<file path="config.mk">
export PLATFORM = sky130hd
export DESIGN_NAME = tcb_img_feeder_flat
export DESIGN_NICKNAME = d
export VERILOG_FILES = /design/src/rtl/tcb_pkg.sv /design/src/rtl/tcb_img_feeder_if.sv /design/src/rtl/tcb_pix_packer.sv /design/src/rtl/tcb_img_feeder.sv /design/src/flat_wrapper.sv
export SDC_FILE = /design/constraint.sdc
export NUM_CORES = 1
export LEC_CHECK = 0
export BUFFER_PORTS_ARGS = -buffer_cell sky130_fd_sc_hd__buf_2
export CELL_PAD_IN_SITES_DETAIL_PLACEMENT = 0
export CELL_PAD_IN_SITES_GLOBAL_PLACEMENT = 2
export CORE_AREA = 2 2 426 428
export DETAILED_ROUTE_END_ITERATION = 16
export DIE_AREA = 0 0 428 430
export PLACE_DENSITY = 0.7
export SKIP_LAST_GASP = 1
export SLEW_MARGIN = 20
export SYNTH_ARGS = -nofsm -noshare
export SYNTH_HDL_FRONTEND = slang
export SYNTH_SLANG_ARGS = --single-unit
</file>
<file path="constraint.sdc">
create_clock -name clk -period 2.81 [get_ports clk]
set_clock_uncertainty 0.05 [all_clocks]
set_input_delay 0.562 -clock clk [delete_from_list [all_inputs] [get_ports clk]]
set_output_delay 0.562 -clock clk [all_outputs]
set_load 0.01 [all_outputs]
</file>
<file path="src/rtl/tcb_pkg.sv">
// Shared types and default geometry for the TCB image feeder.
// State encoding, image sizing defaults and the counter-width helper.
package tcb_pkg;

  typedef enum logic [1:0] {
    LOAD   = 2'd0,
    FIRE   = 2'd1,
    WAIT   = 2'd2,
    RESULT = 2'd3
  } state_t;

  localparam int DEF_N_PIX   = 121;
  localparam int DEF_PIX_W   = 8;
  localparam int DEF_IMG_W   = 1024;
  localparam int DEF_RES_W   = 32;
  localparam int DEF_TIMEOUT = 65535;
  localparam int IMG_USED    = DEF_N_PIX * DEF_PIX_W;

  // Never returns 0 so a single-entry range still gets a 1-bit counter.
  function automatic int CNT_W(input int n);
    return (n > 1) ? $clog2(n) : 1;
  endfunction

endpackage

</file>
<file path="src/rtl/tcb_img_feeder_if.sv">
// Feeder bus: byte stream in, flat image / start strobe to the classifier, result out.
// master = feeder side, slave = host + classifier side.
interface tcb_img_feeder_if #(
  parameter int PIX_W = tcb_pkg::DEF_PIX_W,
  parameter int IMG_W = tcb_pkg::DEF_IMG_W,
  parameter int RES_W = tcb_pkg::DEF_RES_W
);
  logic [PIX_W-1:0] s_data;
  logic             s_valid;
  logic             s_ready;
  logic [IMG_W-1:0] img_source;
  logic             valid_top;
  logic             ready_top;
  logic [RES_W-1:0] number;
  logic [RES_W-1:0] res_data;
  logic             res_err;
  logic             res_valid;
  logic             res_ready;
  logic             busy;

  modport master (
    input  s_data, s_valid, ready_top, number, res_ready,
    output s_ready, img_source, valid_top, res_data, res_err, res_valid, busy
  );

  modport slave (
    output s_data, s_valid, ready_top, number, res_ready,
    input  s_ready, img_source, valid_top, res_data, res_err, res_valid, busy
  );
endinterface

</file>
<file path="src/rtl/tcb_pix_packer.sv">
// Byte-addressed image register: one pixel written per enabled cycle, clear wins over write.
// Write lands on the next edge; no backpressure, the caller gates wr_en.
module tcb_pix_packer #(
  parameter int N_PIX = tcb_pkg::DEF_N_PIX,
  parameter int PIX_W = tcb_pkg::DEF_PIX_W,
  parameter int IMG_W = tcb_pkg::DEF_IMG_W,
  parameter int IDX_W = tcb_pkg::CNT_W(N_PIX)
) (
  input  logic             clk,
  input  logic             rst,
  input  logic             wr_en,
  input  logic [IDX_W-1:0] wr_idx,
  input  logic [PIX_W-1:0] wr_dat,
  input  logic             clr,
  output logic [IMG_W-1:0] img
);

  logic [N_PIX-1:0][PIX_W-1:0] pix;

  always_ff @(posedge clk or negedge rst) begin
    if (!rst) begin
      pix <= '0;
    end else if (clr) begin
      pix <= '0;
    end else if (wr_en) begin
      for (int i = 0; i < N_PIX; i++) begin
        if (wr_idx == IDX_W'(i)) pix[i] <= wr_dat;
      end
    end
  end

  // Unused top bits of the flat image are tied to zero.
  generate
    if (IMG_W > N_PIX * PIX_W) begin : g_pad
      assign img = {{(IMG_W - N_PIX * PIX_W){1'b0}}, pix};
    end else begin : g_exact
      assign img = pix;
    end
  endgenerate

endmodule

</file>
<file path="src/rtl/tcb_img_feeder.sv">
// Loads a byte-serial image, fires the classifier once, returns its class (or a timeout) on a result port.
// Latency 1 cycle per hop (last pixel->valid_top, ready_top->res_valid, res handshake->s_ready); one image in flight.
module tcb_img_feeder
  import tcb_pkg::*;
#(
  parameter int N_PIX   = DEF_N_PIX,
  parameter int PIX_W   = DEF_PIX_W,
  parameter int IMG_W   = DEF_IMG_W,
  parameter int RES_W   = DEF_RES_W,
  parameter int TIMEOUT = DEF_TIMEOUT
) (
  input logic              clk,
  input logic              rst,
  tcb_img_feeder_if.master bus
);

  localparam int IDX_W = CNT_W(N_PIX);
  localparam int WC_W  = CNT_W(TIMEOUT + 1);

  state_t           state, state_nxt;
  logic [IDX_W-1:0] pix_cnt;
  logic [WC_W-1:0]  wait_cnt;
  logic [RES_W-1:0] res_data;
  logic             res_err;
  logic             res_valid;
  logic             load_hs, last_pix, timed_out, res_hs;

  assign load_hs  = (state == LOAD) && bus.s_valid;
  assign last_pix = (pix_cnt == IDX_W'(N_PIX - 1));
  // Timeout is declared on the cycle the counter steps onto TIMEOUT-1.
  assign timed_out = (wait_cnt == WC_W'(TIMEOUT - 2));
  assign res_hs   = (state == RESULT) && bus.res_ready;

  always_ff @(posedge clk or negedge rst) begin
    if (!rst) state <= LOAD;
    else      state <= state_nxt;
  end

  always_comb begin
    state_nxt = state;
    case (state)
      LOAD:    if (load_hs && last_pix) state_nxt = FIRE;
      FIRE:    state_nxt = WAIT;
      WAIT:    if (bus.ready_top || timed_out) state_nxt = RESULT;
      RESULT:  if (bus.res_ready) state_nxt = LOAD;
      default: state_nxt = LOAD;
    endcase
  end

  always_comb begin
    bus.s_ready   = 1'b0;
    bus.valid_top = 1'b0;
    bus.busy      = 1'b1;
    case (state)
      LOAD: begin
        bus.s_ready = 1'b1;
        bus.busy    = (pix_cnt != '0);
      end
      FIRE:    bus.valid_top = 1'b1;
      default: ;
    endcase
  end

  always_ff @(posedge clk or negedge rst) begin
    if (!rst) begin
      pix_cnt   <= '0;
      wait_cnt  <= '0;
      res_data  <= '0;
      res_err   <= 1'b0;
      res_valid <= 1'b0;
    end else begin
      if (load_hs) pix_cnt <= last_pix ? '0 : pix_cnt + IDX_W'(1);

      if (state == FIRE) begin
        wait_cnt <= '0;
      end else if (state == WAIT && wait_cnt != WC_W'(TIMEOUT - 1)) begin
        wait_cnt <= wait_cnt + WC_W'(1);
      end

      // ready_top wins when it coincides with the timeout.
      if (state == WAIT) begin
        if (bus.ready_top) begin
          res_data  <= bus.number;
          res_err   <= 1'b0;
          res_valid <= 1'b1;
        end else if (timed_out) begin
          res_data  <= '0;
          res_err   <= 1'b1;
          res_valid <= 1'b1;
        end
      end else if (res_hs) begin
        res_valid <= 1'b0;
      end
    end
  end

  assign bus.res_data  = res_data;
  assign bus.res_err   = res_err;
  assign bus.res_valid = res_valid;

  tcb_pix_packer #(
    .N_PIX (N_PIX),
    .PIX_W (PIX_W),
    .IMG_W (IMG_W),
    .IDX_W (IDX_W)
  ) u_packer (
    .clk    (clk),
    .rst    (rst),
    .wr_en  (load_hs),
    .wr_idx (pix_cnt),
    .wr_dat (bus.s_data),
    .clr    (res_hs),
    .img    (bus.img_source)
  );

endmodule

</file>
<file path="src/flat_wrapper.sv">
// flat-port wrapper written by rule: the top's interface ports become plain ports
module tcb_img_feeder_flat import tcb_pkg::*;
#(
  parameter int N_PIX   = DEF_N_PIX,
  parameter int PIX_W   = DEF_PIX_W,
  parameter int IMG_W   = DEF_IMG_W,
  parameter int RES_W   = DEF_RES_W,
  parameter int TIMEOUT = DEF_TIMEOUT
)
  (clk, rst, bus_s_data, bus_s_valid, bus_ready_top, bus_number, bus_res_ready, bus_s_ready, bus_img_source, bus_valid_top, bus_res_data, bus_res_err, bus_res_valid, bus_busy);
  tcb_img_feeder_if #(.PIX_W(PIX_W), .IMG_W(IMG_W), .RES_W(RES_W)) bus_i ();
  input logic clk;
  input logic rst;
  input wire logic [$bits(bus_i.s_data)-1:0] bus_s_data;
  input wire logic [$bits(bus_i.s_valid)-1:0] bus_s_valid;
  input wire logic [$bits(bus_i.ready_top)-1:0] bus_ready_top;
  input wire logic [$bits(bus_i.number)-1:0] bus_number;
  input wire logic [$bits(bus_i.res_ready)-1:0] bus_res_ready;
  output wire logic [$bits(bus_i.s_ready)-1:0] bus_s_ready;
  output wire logic [$bits(bus_i.img_source)-1:0] bus_img_source;
  output wire logic [$bits(bus_i.valid_top)-1:0] bus_valid_top;
  output wire logic [$bits(bus_i.res_data)-1:0] bus_res_data;
  output wire logic [$bits(bus_i.res_err)-1:0] bus_res_err;
  output wire logic [$bits(bus_i.res_valid)-1:0] bus_res_valid;
  output wire logic [$bits(bus_i.busy)-1:0] bus_busy;
  assign bus_i.s_data = bus_s_data;
  assign bus_i.s_valid = bus_s_valid;
  assign bus_i.ready_top = bus_ready_top;
  assign bus_i.number = bus_number;
  assign bus_i.res_ready = bus_res_ready;
  assign bus_s_ready = bus_i.s_ready;
  assign bus_img_source = bus_i.img_source;
  assign bus_valid_top = bus_i.valid_top;
  assign bus_res_data = bus_i.res_data;
  assign bus_res_err = bus_i.res_err;
  assign bus_res_valid = bus_i.res_valid;
  assign bus_busy = bus_i.busy;
  tcb_img_feeder #(.N_PIX(N_PIX), .PIX_W(PIX_W), .IMG_W(IMG_W), .RES_W(RES_W), .TIMEOUT(TIMEOUT)) u_core (.clk(clk), .rst(rst), .bus(bus_i));
endmodule
</file>
==> results of run 1 <==
[logic make-up after synthesis]
family                     synth area share
buffers and inverters                0.0404
and+or+nand+nor                       0.137
other                             0.0000854
DFF                                   0.585
xor gates and xnor gates           0.000998
adders and majority gates           0.00342
muxes                                 0.219
AOI/OAI and AO/OA                    0.0133
[routing by layer]
layer  global-route usage  vias up
met5                    0        -
met4               0.0673        2
met3               0.0395      258
met2                0.318      899
met1                0.235    16300
li1                     -    14500
[flip-flops by register name (all words and copies together) (netlist names)]
register / cells
u_core.u_packer.img: 968
u_core.bus.res_err: 1
u_core.wait_cnt: 16
u_core.state: 2
u_core.bus.res_data: 32
u_core.pix_cnt: 7
u_core.bus.res_valid: 1
[cell usage after synthesis (all sizes together) (12+ instances only)]
library cell and number:
nor3 106, a22o 33, or3 20, a21oi 24
buf 124, nand2 24, nand3 14, nor2 967
o21ai 12, clkbuf 220, dfrtp 1027, ha 12
inv 12, mux2i 960
[worst min-delay path by stage]
stage | from | to | slack, ns
after floorplan | rst | u_core.bus.res_data[0] | 0.22
after global placement | u_core.bus.res_data[26] | u_core.bus.res_data[26] | 0.43
after detailed placement | u_core.bus.res_data[27] | u_core.bus.res_data[27] | 0.43
after CTS | bus_s_valid | u_core.pix_cnt[2] | 0.08
after global routing | bus_s_data[2] | u_core.u_packer.img[82] | 0.15
final | bus_s_data[2] | u_core.u_packer.img[354] | 0.18
[what timing repair did]
item / 4_1_cts / 5_1_grt
setup buffers: 11 / 0
cloned: 0 / 0
pin swaps: 4 / 1
hold buffers: 34 / 0
endpoints found under the hold margin: 50 / 0
gates resized for setup: 14 / 0
endpoints found under the setup margin: 1 / 1
[power breakdown]
group | switching [mW] | total, mW | internal, mW
registers | 0.878 | 17.2 | 16.3
logic | 6.94 | 10.1 | 3.12
clock network | 6.52 | 15.2 | 8.72
[per-stage QoR]
stage               utilization  cell area (sq um)  setup TNS, ns
detailed placement        0.297              53400              0
floorplan                     -              44100              0
finish                    0.321              57600              0
global route              0.321              57600        -0.0439
CTS                       0.321              57600        -0.0442
global placement          0.297              53400              0
[worst max-delay path, stage by stage, from the launching register on]
cell and delay (ns):
dfrtp_2 0.40, or3_4 0.40, or3_4 0.43, buf_6 0.14
[area by class of cell]
cell class                      instances  area, sq um
Multi-Input combinational cell       2294        16700
Tap cell                             2370         2970
Fill cell                           18400       122000
Inverter                               12         45.0
Timing Repair Buffer                 1367         8450
Clock inverter                         25          310
Clock buffer                          178         3430
Sequential cell                      1027        25700
==> qor.yml, run 1 <==
dp.cells: 7026
ys_seq_area_frac: 0.585
diodes: 0
place_ws_ns: 0.117
arrival_ns: 2.14
cap_violations: 0
cts_tree: "built"
setup_viol: 0
p_per_area_nw_per_um2: 737
drtIter0Drc: 2070
synth_top_area_frac: 0.585
place_congestion: 0.780
synth.distinct_cells: 49
clock_sinks: 1027
drive_above_1_share: 0.334
path_class: "reg -> out"
period_minus_slack_ns: 2.76
die_h_um: 430
clockBufferDepth: 3
holdPathStages: 3
grt_pass1_vias: 31700
crit_path_end: "bus_busy"
fin_cells: 7273
reg2reg_depth: 6
antenna_found_initial: 3
synth_warnings: 0
io_pins: 1106
period_share: 0.980
numCtsBuffers: 117
routed_via_density: 4.40
layout_setup_ws_ns: 0.0548
drc: 0
layout_commonest_cell: "buf_2"
rsz0062_at_grt: "yes"
crit_fanout: 2
htree_levels: 3
reg2reg_from: "u_core.pix_cnt[4]"
tightest_slew_ns: 0.784
status: "completed"
report.final.slew_viol_count: 0
met1_length_mm: 74.6
area_growth_pct: 31.3
hold_ws_ns: 0.175
postSynthAreaPerCell_sq_um: 12.1
port_buffers: 1049
syn_area_sq_um: 43900
drtPass1Iterations: 8
die_w_um: 428
synth_edf_count: 0
r2r-end: "u_core.u_packer.img[603]"
grt_util_all_layers: 0.188
nNetsFinal: 4876
syn_inst: 3622
highest_layer: "met5"
hold_path.class: "in -> reg"
crit_path_start: "u_core.pix_cnt[5]"
detail-route-antenna-nets: 0
routed_wl_mm: 178
postSynth.asyncResetShare: 1.00
ys_ff_latch: 1027
yosys-top-cells-area: "dfrtp_1 (59%), mux2i_1 (22%), nor2_1 (8.3%)"
dr_wl_met2_mm: 87.8
cts-root-buf: "clkbuf_16"
total_leakage_power_nw: 30.9
start_util: 0.244
ir_drop_mv: 0.518
max_freq_ghz: 0.363
cp.required_ns: 2.20
worstSetupStartpointType: "flop"
clk_pin_slew_ns: 0.06
grt-ovfl-total: 0
grt_pass1_wl_mm: 251
ys.flop_type: "dfrtp_1"
ff2ff_setup_slack_ns: 0.32
vias: 32000
max_slew_margin: 0.478
dr_wl_met3_mm: 9.02
wl_per_cell_um: 24.5
grt_start_max_net_pins: 118
dp_hpwl_mm: 125
p_total_mw: 42.5
mostFrequentLayoutCells: "buf_2 (1,039), dfrtp_1 (1,024), nor2_1 (967)"
hold_violations: 0
end_kind: "output port"
rows: 156
synth_top_cell_by_area: "dfrtp_1"
fp.dieArea_sq_um: 184000
coreArea_sq_um: 180000
insertion_delay_ns: 0.78
No activity file was read; power rests on OpenSTA's default activity.
==> run 2: changes to the inputs <==
RECOVER_POWER = 100   (was unset)
clock period = 2.57 ns   (was 2.81 ns; I/O delays follow)
==> run 2 against run 1 <==
Die area did not move. Global-route usage up 0.12 points. Cell area shrank 2.0%. Largest power group unchanged. Critical path type unchanged. Worst setup slack got worse by 0.20 ns. The run now ends with negative setup slack left. Count of clock-buffer cells in the layout down 4. Combinational power rose by 4%.
==> qor.yml, run 2 (synthesis results as in run 1) <==
critPathMaxStageDelay_ns: 0.45  # +0.02 ns
comb_power_share: 0.227  # -0.010
insertion_delay_ns: 0.76  # -0.02 ns
drive_above_1_share: 0.130  # -0.203
holdPathStages: 3  # unchanged
arrival_ns: 2.15  # about the same
start_util: 0.244  # unchanged
vias: 32100  # +0.56%
ff2ff_setup_slack_ns: -0.04  # -0.36 ns
max_freq_ghz: 0.369
largest_reg_flops: 968  # unchanged
clk_pin_slew_ns: 0.06  # about the same
port_buffers: 1049  # unchanged
hold_ws_ns: 0.195  # +0.0192 ns
setup_tns_ns: -1.15  # -1.15 ns
power_switching_mw: 15.8  # +10%
end_kind: "output port"
coreArea_sq_um: 180000  # unchanged
rows: 156  # unchanged
setup_viol: 63  # +63
violations: "negative setup slack"
layout_commonest_cell: "clkbuf_1"
antenna_found_initial: 2  # -1
hold_violations: 0  # unchanged
place_congestion: 0.797  # +2.1%
drtIter0Drc: 2019  # -2.5%
htree_levels: 3  # unchanged
max_slew_margin: 0.0694  # -0.408
period_minus_slack_ns: 2.71
nNetsFinal: 4896  # +0.41%
cp_slowest_cell: "dfrtp_2"
area_growth_pct: 28.7
rsz0062_at_grt: "yes"
worstSetupStartpointType: "flop"
p_int_mw: 30.6  # +8.8%
holdPathEnd: "u_core.u_packer.img[967]"
routed_wl_mm: 179  # +0.63%
fp.dieArea_sq_um: 184000  # unchanged
reg2reg_from: "u_core.state[0]"
cap_violations: 0  # unchanged
crit_fanout: 8  # +6
cp_common_cell: "or3_4"
hp-start: "bus_s_data[7]"
io_pins: 1106  # unchanged
cp.required_ns: 2.01  # -0.19 ns
sw_frac_of_total: 0.340  # +0.00248
clock_sinks: 1027  # unchanged
ir_drop_mv: 0.564  # +8.9%
r2r-end: "u_core.u_packer.img[18]"
mostFrequentLayoutCells: "clkbuf_1 (1,048), dfrtp_1 (1,024), nor2_1 (967)"
grt_start_max_net_pins: 129  # +9.3%
grt-ovfl-total: 0  # unchanged
die_h_um: 430  # unchanged
grt_pass1_vias: 32200  # +1.6%
hold_path.class: "in -> reg"
p_per_area_nw_per_um2: 821  # +11%
total_leakage_power_nw: 26.5  # -14%
placed_cell_area_sq_um: 53800  # +0.69%
report.final.slew_viol_count: 0  # unchanged
place_ws_ns: -0.0683  # -0.185 ns
grt_pass1_wl_mm: 253  # +0.78%
cts-root-buf: "clkbuf_16"
path_cells: "or3_4 > or3_4 > buf_8"
path_class: "reg -> out"
layout_setup_ws_ns: -0.142  # -0.197 ns
dp_hpwl_mm: 125  # -0.39%
clkPwrFrac: 0.367  # +0.008
reg2reg_depth: 9  # +3
status: "finished with violations"
period_share: 1.06
routed_via_density: 4.40  # about the same
drtPass1Iterations: 5  # -3
grt_util_all_layers: 0.189  # +0.00125
numCtsBuffers: 118  # +0.85%
final_area_sq_um: 56500  # -2.0%
drc: 0  # unchanged
dp.cells: 7035  # +0.13%
wl_per_cell_um: 24.5  # +0.12%
seqPwrFrac: 0.406  # +0.002
cts_tree: "built"
clockBufferDepth: 3  # unchanged
detail-route-antenna-nets: 0  # unchanged
tightest_slew_ns: 1.40  # +0.612 ns
die_w_um: 428  # unchanged
fin_cells: 7310  # +0.51%
## run 2: how the worst max path moves through the flow
| stage | from | end | slack (ns) | depth (start not counted) |
|---|---|---|---|---|
| final | u_core.pix_cnt[4] | bus_busy | -0.14 | 3 |
| after global placement | bus_s_valid | u_core.u_packer.img[927] | 0.01 | 7 |
| after detailed placement | u_core.state[0] | u_core.u_packer.img[555] | -0.07 | 9 |
| after CTS | u_core.state[0] | bus_busy | -0.30 | 6 |
| after floorplan | u_core.state[0] | u_core.u_packer.img[952] | 0.29 | 8 |
| after global routing | u_core.pix_cnt[4] | bus_busy | -0.23 | 3 |
## run 2: stage by stage
step	utilization	total power, mW
floorplan	-	24.8
global placement	0.299	30.2
detailed placement	0.299	30.3
CTS	0.324	47.8
global route	0.314	48.6
finish	0.314	46.4
## run 2: critical path, delay by kind of cell (launching register included)
family / cells / cell delay [ns]
flops: 1 / 0.45
buf+inv: 1 / 0.15
simple gates: 2 / 0.78
## run 2: metal layers
metal  vias to the layer above  share of wire  routed length (um)  track usage
li1                      14500              -                   -            -
met4                         2          0.037                6550       0.0731
met1                     16500           0.41               74100        0.234
met5                         -       0.000073                  13            0
met3                       235          0.053                9510       0.0392
met2                       923           0.50               88800        0.321
## run 2: timing repair
item	4_1_cts	5_1_grt
hold buffers	35	0
pin swaps	4	11
gates resized for setup	15	17
setup endpoints to repair	12	70
buffers inserted	14	9
hold endpoints to repair	98	0
gates cloned	0	0
## run 2: layout make-up
class | count | area [sq um]
clock inverter | 46 | 464
fill | 18900 | 123000
tap | 2370 | 2970
clock buffer | 174 | 3410
multi-input combinational | 2294 | 16500
timing repair buffer | 1386 | 7340
sequential | 1027 | 25700
antenna | 1 | 2.50
inverter | 12 | 45.0
## run 2: power groups by stage
stage / sequential, mW / combinational [mW] / clock [mW]
2_1_floorplan: 19.7 / 5.07 / 0
3_3_place_gp: 19.0 / 11.2 / 0
3_5_place_dp: 19.0 / 11.2 / 0
4_1_cts: 18.8 / 11.5 / 17.6
5_1_grt: 19.0 / 11.4 / 18.2
6_report: 18.8 / 10.5 / 17.0
==> run 3: changes to the inputs <==
CORE_AREA = 2 2 434 436   (was 2 2 426 428)
DIE_AREA = 0 0 436 438   (was 0 0 428 430)
PLACE_DENSITY = 0.69   (was 0.7)
SYNTH_HIERARCHICAL = 1   (was unset)
==> run 3 against run 2 <==
The flow now finishes without violations. Wire length is 3.7% higher. Cell area is 3.5% higher. Non-clock buffer count shrank 34. Total power increased by 5.8%. Synthesized cell count grew 0.52%. Largest power group unchanged. Global-route usage about the same. Clock power grew 5%. Highest routed layer unchanged. Critical endpoint unchanged.
==> qor.yml, run 3 <==
vias: 32100  # -0.14%
io_pins: 1106  # unchanged
numCtsBuffers: 120  # +1.7%
ys_seq_area_frac: 0.564  # -0.0211
synth_top_area_frac: 0.564  # -0.0211
grt_pass1_vias: 33600  # +4.4%
end_kind: "output port"
fin_cells: 7436  # +1.7%
synth_commonest_cells: "dfrtp_1 (1,027), nand2b_1 (977), mux2i_1 (969), clkbuf_1 (221), buf_4 (63)"
cp.required_ns: 2.01  # about the same
p_per_area_nw_per_um2: 840  # +2.2%
critPathMaxStageDelay_ns: 0.47  # +0.02 ns
path_class: "reg -> out"
synth-simple-area-share: 0.171  # +0.0345
synth_xor_xnor_area_share: 0  # -0.000998
drc: 0  # unchanged
tightest_slew_ns: 1.49  # +0.0974 ns
antenna_found_initial: 3  # +1
largest_reg_flops: 968  # unchanged
arrival_ns: 1.91  # -0.24 ns
htree_levels: 3  # unchanged
synth.distinct_cells: 60  # +22%
coreArea_sq_um: 187000  # +3.8%
clk_pin_slew_ns: 0.06  # about the same
routed_wl_mm: 186  # +3.7%
grt-ovfl-total: 0  # unchanged
max_slew_margin: 0.00448  # -0.0649
p_total_mw: 49.1  # +5.8%
utilization: 0.313  # -0.00100
total_leakage_power_nw: 31.2  # +18%
fill_cells: 19600  # +3.8%
place_congestion: 0.797  # +0.11%
ir_drop_mv: 0.560  # -0.74%
synthAdderAreaFrac: 0.00247  # -0.000947
wl_per_cell_um: 24.9  # +1.9%
clockBufferDepth: 3  # unchanged
insertion_delay_ns: 0.79  # +0.03 ns
yosys-top-cells-area: "dfrtp_1 (56%), mux2i_1 (21%), nand2b_1 (13%)"
hold_ws_ns: 0.115  # -0.0797 ns
synth.area.mux_share: 0.215  # -0.00419
worstSetupStartpointType: "flop"
grt_util_all_layers: 0.189  # about the same
drtIter0Drc: 1584  # -22%
start_util: 0.244  # about the same
clock_sinks: 1027  # unchanged
mostFrequentLayoutCells: "clkbuf_1 (1,048), dfrtp_1 (1,023), nand2b_1 (969), mux2i_1 (969), clkbuf_16 (120)"
dp_hpwl_mm: 132  # +5.4%
rows: 159  # +1.9%
synth_compound_area_frac: 0.0120  # -0.00125
die_h_um: 438  # +1.9%
detail-route-antenna-nets: 0  # unchanged
path_cells: "buf_4 > nor4_2 > nand3_1 > buf_6"
ys_ff_latch: 1027  # unchanged
dp.cells: 7171  # +1.9%
port_buffers: 1049  # unchanged
layout_commonest_cell: "clkbuf_1"
area_growth_pct: 28.4
crit_fanout: 9  # +1
fp.dieArea_sq_um: 191000  # +3.8%
synth_top_family_by_area: "multiplexers"
syn_inst: 3641  # +0.52%
cp_slowest_cell: "dfrtp_4"
hold_violations: 0  # unchanged
postSynth.asyncResetShare: 1.00  # unchanged
setup_viol: 0  # -100%
yosysMostFrequentCell: "dfrtp_1"
grt_start_max_net_pins: 119  # -7.8%
routed_via_density: 4.32  # -1.8%
status: "completed"
synth_edf_count: 0  # unchanged
drive_above_1_share: 0.120  # -0.0105
period_minus_slack_ns: 2.48  # -0.236 ns
report.final.slew_viol_count: 0  # unchanged
grt_pass1_wl_mm: 263  # +3.9%
nNetsFinal: 4894  # -0.041%
period_share: 0.964  # -0.0917
max_freq_ghz: 0.404  # +9.5%
cts_tree: "built"
synth_top_cell_by_area: "dfrtp_1"
syn_area_sq_um: 45500  # +3.7%
cts-root-buf: "clkbuf_16"
postSynthAreaPerCell_sq_um: 12.5  # +3.2%
synth_warnings: 6  # +6
drtPass1Iterations: 4  # -1
ys.flop_type: "dfrtp_1"
cap_violations: 0  # unchanged
hold_path.class: "in -> reg"
die_w_um: 436  # +1.9%
run 3: cell types whose count changed after synthesis, moves of 12 or more:
cell,change
nor3_4,-102
nand2_1,+13
or3_1,-18
nand2_2,+60
nor2_1,-954
nand2b_1,+975
nand3_2,+28
nor2b_1,+12
run 3: final cells by class:
class,instances,area (sq um),area share
Sequential cell,1027,25700,0.440
Inverter,11,50.0,0.000856
Multi-Input combinational cell,2328,18500,0.317
Timing Repair Buffer,1352,6970,0.119
Antenna cell,2,5.00,0.0000856
Tap cell,2495,3120,0.0534
Clock buffer,179,3510,0.0601
Clock inverter,42,552,0.00944
run 3: metrics by stage:
step	instance area (sq um)	setup TNS (ns)	worst slack (ns)
6_report	58400	0	0.0934
5_1_grt	58400	-0.00319	-0.00230
4_1_cts	60600	-0.0657	-0.0657
3_5_place_dp	56200	-1.51	-0.0718
3_3_place_gp	56200	-1.21	-0.0627
2_1_floorplan	45700	0	0.203
run 3: power by group:
| part | leakage (nW) | switching [mW] | internal, mW |
|---|---|---|---|
| registers | 14.2 | 1.14 | 18.1 |
| clock network | 1.99 | 7.46 | 10.3 |
| logic | 15.0 | 7.62 | 4.45 |
| total | 31.2 | 16.2 | 32.9 |
run 3: timing repair:
| item | in CTS | in global routing |
|---|---|---|
| endpoints found under the setup margin | 110 | 34 |
| buffers inserted | 5 | 2 |
| hold buffers | 35 | 0 |
| pin swaps | 0 | 3 |
| cloned | 0 | 0 |
| resized for setup | 7 | 7 |
| endpoints found under the hold margin | 199 | 0 |
run 3: cells by family (layout without fill, tap and decap cells):
family,after synthesis,count (layout)
other,1,58
AOI/OAI and AO/OA,72,72
DFF,1027,1027
and+or+nand+nor,1213,1213
adders and majority gates,9,9
muxes,978,978
buffers and inverters,341,1584
run 3: path summary, 6_finish.rpt:
| path | from | depth (start not counted) | slack (ns) | endpoint |
|---|---|---|---|---|
| worst min register to register | u_core/bus.res_data[24] | 1 | 0.45 | u_core/bus.res_data[24] |
| worst max-delay path | u_core/pix_cnt[6] | 4 | 0.09 | bus_busy |
| worst max register to register | u_core/state[0] | 9 | 0.15 | u_core/u_packer/img[284] |
| min in group asynchronous | rst | 2 | 0.58 | u_core/u_packer/img[248] |
| worst min-delay path | bus_s_data[3] | 3 | 0.11 | u_core/u_packer/img[155] |
| max in group asynchronous | rst | 4 | 0.27 | u_core/u_packer/img[531] |
run 3: worst max-delay path, delay by kind of cell (launching register included):
family | cells | cell delay (ns)
flip-flops | 1 | 0.47
buffers and inverters | 2 | 0.35
AND/OR/NAND/NOR | 2 | 0.29
run 3: per-layer routing:
layer,vias up,GRT usage,part of all wire
li1,14500,-,-
met1,16500,0.228,0.41
met2,836,0.324,0.50
met3,265,0.0391,0.050
met4,2,0.0844,0.047
met5,-,0,0.000070
